<file path="config.mk">
export PLATFORM = sky130hd
export DESIGN_NAME = register_bank_mp_flat
export DESIGN_NICKNAME = d
export VERILOG_FILES = /design/src/rtl/register_bank_mp_pkg.sv /design/src/rtl/register_bank_mp_if.sv /design/src/rtl/register_bank_mp_dump_seq.sv /design/src/rtl/register_bank_mp.sv /design/src/flat_wrapper.sv
export SDC_FILE = /design/constraint.sdc
export NUM_CORES = 2
export LEC_CHECK = 0
export BUFFER_PORTS_ARGS = -buffer_cell sky130_fd_sc_hd__buf_2
export CORE_MARGIN = 10
export CORE_UTILIZATION = 45
export CTS_CLUSTER_DIAMETER = 100
export DETAILED_ROUTE_END_ITERATION = 7
export PLACE_DENSITY_LB_ADDON = 0.1
export RECOVER_POWER = 100
export REMOVE_ABC_BUFFERS = 1
export SYNTH_ARGS = -nofsm -noshare
export SYNTH_HDL_FRONTEND = slang
export SYNTH_SLANG_ARGS = --single-unit
export TNS_END_PERCENT = 10
</file>
<file path="constraint.sdc">
create_clock -name i_clk -period 15.1 [get_ports i_clk]
set_input_delay 4.53 -clock i_clk [delete_from_list [all_inputs] [get_ports i_clk]]
set_output_delay 4.53 -clock i_clk [all_outputs]
set_load 0.02 [all_outputs]
</file>
<file path="src/rtl/register_bank_mp_pkg.sv">
// Shared constants and the dump sequencer state type for the ID-stage register bank.
package register_bank_mp_pkg;

    localparam int DEF_DATA_W       = 32;
    localparam int DEF_NUM_REGS     = 32;
    localparam int DEF_ADDR_W       = 5;
    localparam int DEF_NUM_RD_PORTS = 2;
    localparam int DEF_ZERO_REG     = 1;
    localparam int DEF_BYPASS       = 1;

    typedef enum logic {
        ST_IDLE,
        ST_SEND
    } dump_state_e;

endpackage

</file>
<file path="src/rtl/register_bank_mp_if.sv">
// Read, write-back and debug-dump signals of the register bank, bundled for the ID stage.
interface register_bank_mp_if
    import register_bank_mp_pkg::*;
#(
    parameter int DATA_W       = DEF_DATA_W,
    parameter int ADDR_W       = DEF_ADDR_W,
    parameter int NUM_RD_PORTS = DEF_NUM_RD_PORTS
) ();

    logic [NUM_RD_PORTS*ADDR_W-1:0] i_rd_addr;
    logic [NUM_RD_PORTS*DATA_W-1:0] o_rd_data;
    logic                           i_wr_en;
    logic [ADDR_W-1:0]              i_wr_addr;
    logic [DATA_W-1:0]              i_wr_data;
    logic                           i_dump_start;
    logic                           i_dump_ready;
    logic                           o_dump_valid;
    logic [DATA_W-1:0]              o_dump_data;
    logic [ADDR_W-1:0]              o_dump_index;
    logic                           o_dump_last;
    logic                           o_dump_busy;

    modport master (
        output i_rd_addr, i_wr_en, i_wr_addr, i_wr_data, i_dump_start, i_dump_ready,
        input  o_rd_data, o_dump_valid, o_dump_data, o_dump_index, o_dump_last, o_dump_busy
    );

    modport slave (
        input  i_rd_addr, i_wr_en, i_wr_addr, i_wr_data, i_dump_start, i_dump_ready,
        output o_rd_data, o_dump_valid, o_dump_data, o_dump_index, o_dump_last, o_dump_busy
    );

endinterface

</file>
<file path="src/rtl/register_bank_mp_dump_seq.sv">
// Streams every register out under valid/ready; asks the bank for the value of the
// register it will load next and captures it when a beat is started or accepted.
module register_bank_mp_dump_seq
    import register_bank_mp_pkg::*;
#(
    parameter int DATA_W   = DEF_DATA_W,
    parameter int ADDR_W   = DEF_ADDR_W,
    parameter int NUM_REGS = DEF_NUM_REGS
) (
    input  logic              i_clk,
    input  logic              i_reset,
    input  logic              i_dump_start,
    input  logic              i_dump_ready,
    input  logic [DATA_W-1:0] i_lookup_data,
    output logic [ADDR_W-1:0] o_lookup_addr,
    output logic              o_dump_valid,
    output logic [DATA_W-1:0] o_dump_data,
    output logic [ADDR_W-1:0] o_dump_index,
    output logic              o_dump_last,
    output logic              o_dump_busy
);

    localparam logic [ADDR_W-1:0] LAST_IDX = ADDR_W'(NUM_REGS - 1);

    dump_state_e       state_q, state_d;
    logic [ADDR_W-1:0] index_q, index_d;
    logic [DATA_W-1:0] data_q, data_d;
    logic              active_q, active_d;
    logic              last_q, last_d;
    logic [ADDR_W-1:0] nextIndex;

    assign nextIndex = index_q + 1'b1;

    always_ff @(posedge i_clk) begin
        if (i_reset) begin
            state_q  <= ST_IDLE;
            index_q  <= '0;
            data_q   <= '0;
            active_q <= 1'b0;
            last_q   <= 1'b0;
        end else begin
            state_q  <= state_d;
            index_q  <= index_d;
            data_q   <= data_d;
            active_q <= active_d;
            last_q   <= last_d;
        end
    end

    // The lookup address is always the register that would be loaded on this edge.
    always_comb begin
        state_d       = state_q;
        index_d       = index_q;
        data_d        = data_q;
        active_d      = active_q;
        last_d        = last_q;
        o_lookup_addr = '0;
        case (state_q)
            ST_IDLE: begin
                if (i_dump_start) begin
                    state_d  = ST_SEND;
                    index_d  = '0;
                    data_d   = i_lookup_data;
                    active_d = 1'b1;
                    last_d   = (LAST_IDX == '0);
                end
            end
            ST_SEND: begin
                o_lookup_addr = nextIndex;
                if (active_q && i_dump_ready) begin
                    if (last_q) begin
                        state_d  = ST_IDLE;
                        active_d = 1'b0;
                        last_d   = 1'b0;
                    end else begin
                        index_d = nextIndex;
                        data_d  = i_lookup_data;
                        last_d  = (nextIndex == LAST_IDX);
                    end
                end
            end
            default: state_d = ST_IDLE;
        endcase
    end

    assign o_dump_valid = active_q;
    assign o_dump_busy  = active_q;
    assign o_dump_data  = data_q;
    assign o_dump_index = index_q;
    assign o_dump_last  = last_q;

endmodule

</file>
<file path="src/rtl/register_bank_mp.sv">
// ID-stage register bank: storage, write-back decode, write-first read muxes
// (one per read port plus one feeding the dump sequencer).
module register_bank_mp
    import register_bank_mp_pkg::*;
#(
    parameter int DATA_W       = DEF_DATA_W,
    parameter int NUM_REGS     = DEF_NUM_REGS,
    parameter int ADDR_W       = DEF_ADDR_W,
    parameter int NUM_RD_PORTS = DEF_NUM_RD_PORTS,
    parameter int ZERO_REG     = DEF_ZERO_REG,
    parameter int BYPASS       = DEF_BYPASS
) (
    input  logic               i_clk,
    input  logic               i_reset,
    register_bank_mp_if.slave  bus
);

    localparam int NUM_MUX = NUM_RD_PORTS + 1;

    logic [DATA_W-1:0] regs_q [NUM_REGS];
    logic              wrHit;
    logic [ADDR_W-1:0] muxAddr [NUM_MUX];
    logic [DATA_W-1:0] muxData [NUM_MUX];
    logic [ADDR_W-1:0] dumpAddr;

    function automatic logic addrValid(input logic [ADDR_W-1:0] a);
        return ({1'b0, a} < (ADDR_W+1)'(NUM_REGS)) && !((ZERO_REG != 0) && (a == '0));
    endfunction

    assign wrHit = bus.i_wr_en && addrValid(bus.i_wr_addr);

    always_ff @(posedge i_clk) begin
        if (i_reset) begin
            for (int r = 0; r < NUM_REGS; r++) begin
                regs_q[r] <= '0;
            end
        end else if (wrHit) begin
            regs_q[bus.i_wr_addr] <= bus.i_wr_data;
        end
    end

    // The last mux is private to the dump sequencer so its lookups never steal a read port.
    always_comb begin
        for (int p = 0; p < NUM_RD_PORTS; p++) begin
            muxAddr[p] = bus.i_rd_addr[p*ADDR_W +: ADDR_W];
        end
        muxAddr[NUM_RD_PORTS] = dumpAddr;
    end

    always_comb begin
        for (int m = 0; m < NUM_MUX; m++) begin
            if (!addrValid(muxAddr[m])) begin
                muxData[m] = '0;
            end else if ((BYPASS != 0) && wrHit && (bus.i_wr_addr == muxAddr[m])) begin
                muxData[m] = bus.i_wr_data;
            end else begin
                muxData[m] = regs_q[muxAddr[m]];
            end
        end
    end

    always_comb begin
        bus.o_rd_data = '0;
        for (int p = 0; p < NUM_RD_PORTS; p++) begin
            bus.o_rd_data[p*DATA_W +: DATA_W] = muxData[p];
        end
    end

    register_bank_mp_dump_seq #(
        .DATA_W   (DATA_W),
        .ADDR_W   (ADDR_W),
        .NUM_REGS (NUM_REGS)
    ) u_dump_seq (
        .i_clk         (i_clk),
        .i_reset       (i_reset),
        .i_dump_start  (bus.i_dump_start),
        .i_dump_ready  (bus.i_dump_ready),
        .i_lookup_data (muxData[NUM_RD_PORTS]),
        .o_lookup_addr (dumpAddr),
        .o_dump_valid  (bus.o_dump_valid),
        .o_dump_data   (bus.o_dump_data),
        .o_dump_index  (bus.o_dump_index),
        .o_dump_last   (bus.o_dump_last),
        .o_dump_busy   (bus.o_dump_busy)
    );

endmodule

</file>
<file path="src/flat_wrapper.sv">
// flat-port wrapper written by rule: the top's interface ports become plain ports
module register_bank_mp_flat import register_bank_mp_pkg::*;
#(
    parameter int DATA_W       = DEF_DATA_W,
    parameter int NUM_REGS     = DEF_NUM_REGS,
    parameter int ADDR_W       = DEF_ADDR_W,
    parameter int NUM_RD_PORTS = DEF_NUM_RD_PORTS,
    parameter int ZERO_REG     = DEF_ZERO_REG,
    parameter int BYPASS       = DEF_BYPASS
)
  (i_clk, i_reset, bus_i_rd_addr, bus_i_wr_en, bus_i_wr_addr, bus_i_wr_data, bus_i_dump_start, bus_i_dump_ready, bus_o_rd_data, bus_o_dump_valid, bus_o_dump_data, bus_o_dump_index, bus_o_dump_last, bus_o_dump_busy);
  register_bank_mp_if #(.DATA_W(DATA_W), .ADDR_W(ADDR_W), .NUM_RD_PORTS(NUM_RD_PORTS)) bus_i ();
  input  logic i_clk;
  input  logic i_reset;
  input wire logic [$bits(bus_i.i_rd_addr)-1:0] bus_i_rd_addr;
  input wire logic [$bits(bus_i.i_wr_en)-1:0] bus_i_wr_en;
  input wire logic [$bits(bus_i.i_wr_addr)-1:0] bus_i_wr_addr;
  input wire logic [$bits(bus_i.i_wr_data)-1:0] bus_i_wr_data;
  input wire logic [$bits(bus_i.i_dump_start)-1:0] bus_i_dump_start;
  input wire logic [$bits(bus_i.i_dump_ready)-1:0] bus_i_dump_ready;
  output wire logic [$bits(bus_i.o_rd_data)-1:0] bus_o_rd_data;
  output wire logic [$bits(bus_i.o_dump_valid)-1:0] bus_o_dump_valid;
  output wire logic [$bits(bus_i.o_dump_data)-1:0] bus_o_dump_data;
  output wire logic [$bits(bus_i.o_dump_index)-1:0] bus_o_dump_index;
  output wire logic [$bits(bus_i.o_dump_last)-1:0] bus_o_dump_last;
  output wire logic [$bits(bus_i.o_dump_busy)-1:0] bus_o_dump_busy;
  assign bus_i.i_rd_addr = bus_i_rd_addr;
  assign bus_i.i_wr_en = bus_i_wr_en;
  assign bus_i.i_wr_addr = bus_i_wr_addr;
  assign bus_i.i_wr_data = bus_i_wr_data;
  assign bus_i.i_dump_start = bus_i_dump_start;
  assign bus_i.i_dump_ready = bus_i_dump_ready;
  assign bus_o_rd_data = bus_i.o_rd_data;
  assign bus_o_dump_valid = bus_i.o_dump_valid;
  assign bus_o_dump_data = bus_i.o_dump_data;
  assign bus_o_dump_index = bus_i.o_dump_index;
  assign bus_o_dump_last = bus_i.o_dump_last;
  assign bus_o_dump_busy = bus_i.o_dump_busy;
  register_bank_mp #(.DATA_W(DATA_W), .NUM_REGS(NUM_REGS), .ADDR_W(ADDR_W), .NUM_RD_PORTS(NUM_RD_PORTS), .ZERO_REG(ZERO_REG), .BYPASS(BYPASS)) u_core (.i_clk(i_clk), .i_reset(i_reset), .bus(bus_i));
endmodule
</file>
==> impl_metrics.json <==
{
  "crit_chain": "buf_8 > buf_12 > or4_1 > o21bai_1 > o21ai_0 > clkbuf_1",
  "power_density_mw_per_mm2": 109,
  "r2r-start": "u_core.u_dump_seq.state_q$_SDFF_PP0_",
  "dr.pass1.iters": 6,
  "fin_skew_ns": 0.0475,
  "place_hpwl_mm": 161,
  "wl_mm": 285,
  "syn_inst": 4790,
  "finalHoldViolations": 0,
  "hold_start": "u_core.u_dump_seq.o_dump_data[3]$_SDFFE_PP0P_",
  "synth_edf_count": 1024,
  "drt-vias-per-instance": 7.20,
  "grt_overflow_total": 0,
  "htreeDepth": 3,
  "dieArea_mm2": 0.163,
  "relSlewSlack_pct": -268,
  "die_h_um": 403,
  "drive_gt1_share_pct": 23.7,
  "synth_cell_types": 64,
  "cts_resized": 0,
  "grt_max_degree": 117,
  "r2r_end": "u_core.u_dump_seq.o_dump_data[27]$_SDFFE_PP0P_",
  "violations": "max-capacitance violations, max-slew violations",
  "power.total_uw": 7800,
  "drcViolationCount": 0,
  "worstHoldPathCells": 1,
  "p_leak_uw": 0.0232,
  "postCtsSetupBuffers": 0,
  "initial_core_util_pct": 45.3,
  "setup_violations": 0,
  "crit_path_start_kind": "input port",
  "ctsLongestPathBuffers": 3,
  "n_fill_cell": 12578,
  "cts.sinks": 1064,
  "r2r_cells": 8,
  "grtUsageTotal_pct": 34.4,
  "finalCriticalPeriod_ns": 13.48,
  "fin_crit_sh_pct": 89.3,
  "final_nets": 4690,
  "path_clk_slew_ns": 0.06,
  "report.final.slew_viol_count": 2185,
  "antenna_left": 0,
  "ir_drop_mv": 0.0905,
  "clk_latency_ns": 0.79,
  "tightestPinTransition_ns": 5.46,
  "rows": 140,
  "pin_count": 156,
  "drtIter0Drc": 8240,
  "cp.arrival_ns": 8.95,
  "vias": 48092,
  "die_x_um": 403,
  "crit_buf_inv": 3,
  "avgSynthCellArea_um2": 13.8,
  "min_to": "u_core.u_dump_seq.o_dump_data[3]$_SDFFE_PP0P_",
  "grt_pass1_vias": 46397,
  "hold_path_class": "flop to flop",
  "crit_fanout": 50,
  "fin_cells": 6684,
  "r2r_slack_ns": 8.28,
  "cts_tree": "yes",
  "cts_root_buf": "clkbuf_16",
  "synthesis.area_mm2": 0.0661,
  "synthArstFlopShare_pct": 0,
  "dp.cells": 6431,
  "postLayoutSetupSlackWorst_ns": 1.62,
  "critPathKind": "input port to output pin",
  "fmax_mhz": 74.2,
  "antenna_found_initial": 33,
  "rsz0062_at_grt": "false",
  "holdBufCountCts": 0,
  "grt_pass1_wl_mm": 389,
  "yosysWarnings": 0,
  "wire_per_inst_um": 42.6,
  "areaGrowthSynthToFinish_pct": 8.58,
  "port_buffers": 155,
  "ys.flop_type": "edfxtp_1",
  "crit_path_end_kind": "output pin",
  "slowest_delay_ns": 1.85,
  "numCtsBuffers": 120,
  "yosysSeqAreaShare_pct": 47.7,
  "dp_slack_ns": 2.62,
  "core_area_mm2": 0.146,
  "maxCapViolations": 113,
  "cp_top_family": "compound AO/OA/AOI/OAI gates",
  "outcome": "finished with violations",
  "gp_congestion": 0.885,
  "cp.required_ns": 10.57,
  "ys_seq_elements": 1064,
  "slowest_stage": "o21bai_1"
}
[final cells by class]
type	count	area [um2]	share of cell area (%)
multi-input cells	3144	32100	44.7
clock inverters	83	827	1.15
clock buffers	143	3160	4.40
repair buffers	302	1700	2.37
well taps	1917	2400	3.34
flip-flops and latches	1064	31600	43.9
inverters	4	25.0	0.0348
diodes	27	67.6	0.0941
[registers in the layout, indices dropped and copies added, names as in the netlist]
register,count
u_core.u_dump_seq.o_dump_last,1
u_core.u_dump_seq.o_dump_data,32
u_core.u_dump_seq.state_q,1
u_core.u_dump_seq.o_dump_busy,1
u_core.u_dump_seq.o_dump_index,5
u_core.regs_q,1024
[how the worst max path moves through the flow]
| stage | startpoint | endpoint | slack, ns | cells past startpoint |
|---|---|---|---|---|
| after floorplan | u_core.u_dump_seq.o_dump_index[0]$_SDFFE_PP0P_ | u_core.u_dump_seq.o_dump_data[12]$_SDFFE_PP0P_ | -4.67 | 9 |
| after global placement | bus_i_wr_addr[4] | bus_o_rd_data[38] | 2.63 | 7 |
| after detailed placement | bus_i_wr_addr[3] | bus_o_rd_data[38] | 2.62 | 7 |
| after CTS | bus_i_wr_addr[3] | bus_o_rd_data[38] | 2.61 | 7 |
| after global routing | bus_i_rd_addr[5] | bus_o_rd_data[38] | 1.60 | 6 |
| final | bus_i_rd_addr[0] | bus_o_rd_data[20] | 1.62 | 6 |
[layout by cell type, fill, tap and decap left out, types with 110 or more instances in the layout]
master,instances
edfxtp_1,1024
mux4_2,745
and2_0,515
and2_1,478
nand2_1,216
mux2i_1,187
clkbuf_1,179
o21ai_0,145
clkbuf_16,122
nor2_1,119
a21oi_1,110
[cells by family after synthesis]
| kind of cell | synth area share [%] |
|---|---|
| flops | 47.7 |
| buf+inv | 4.26 |
| other cells | 0.00567 |
| simple gates | 12.9 |
| compound gates | 6.32 |
| mux | 28.5 |
| xor+xnor | 0.236 |
| fa+ha+maj | 0.0378 |
[where the power goes]
group | internal (uW) | switching [uW]
logic | 492 | 721
clock network | 1730 | 1310
registers | 3410 | 131
[routing by layer]
| metal | wire length [um] | vias up | part of all wire, % | global-route usage, % |
|---|---|---|---|---|
| met2 | 125000 | 4009 | 44 | 50.4 |
| met4 | 14900 | 8 | 5.2 | 15.9 |
| met1 | 106000 | 24905 | 37 | 46.3 |
| met3 | 39100 | 802 | 14 | 11.2 |
| met5 | 76 | - | 0.027 | 0 |
| li1 | - | 18368 | - | - |
[per-stage QoR]
stage	hold WS, ns	util [%]	area [um2]	setup TNS [ns]
after floorplan	0.523	-	63500	-144.85
after global placement	0.432	47.1	68700	0
after detailed placement	0.443	47.1	68700	0
after CTS	0.459	49.8	72700	0
after global routing	0.479	49.2	71800	0
final	0.459	49.2	71800	0
[Yosys cell counts, types with 27 or more instances]
| master | n | area, um2 |
|---|---|---|
| a21oi_1 | 111 | 556 |
| a22oi_1 | 45 | 338 |
| nand3_1 | 30 | 150 |
| buf_2 | 112 | 561 |
| dfxtp_1 | 40 | 801 |
| o22ai_1 | 32 | 200 |
| and2_1 | 993 | 6210 |
| a221oi_1 | 30 | 263 |
| o211ai_1 | 61 | 458 |
| nor2b_1 | 29 | 181 |
| mux2i_1 | 188 | 1880 |
| nor2_1 | 126 | 473 |
| a211oi_1 | 60 | 450 |
| buf_1 | 27 | 101 |
| mux4_2 | 745 | 16800 |
| o21ai_0 | 130 | 651 |
| nor3_1 | 40 | 200 |
| buf_4 | 99 | 743 |
| clkbuf_1 | 370 | 1390 |
| edfxtp_1 | 1024 | 30700 |
| nand2_1 | 218 | 818 |
Power figures use the tool's default switching activity.
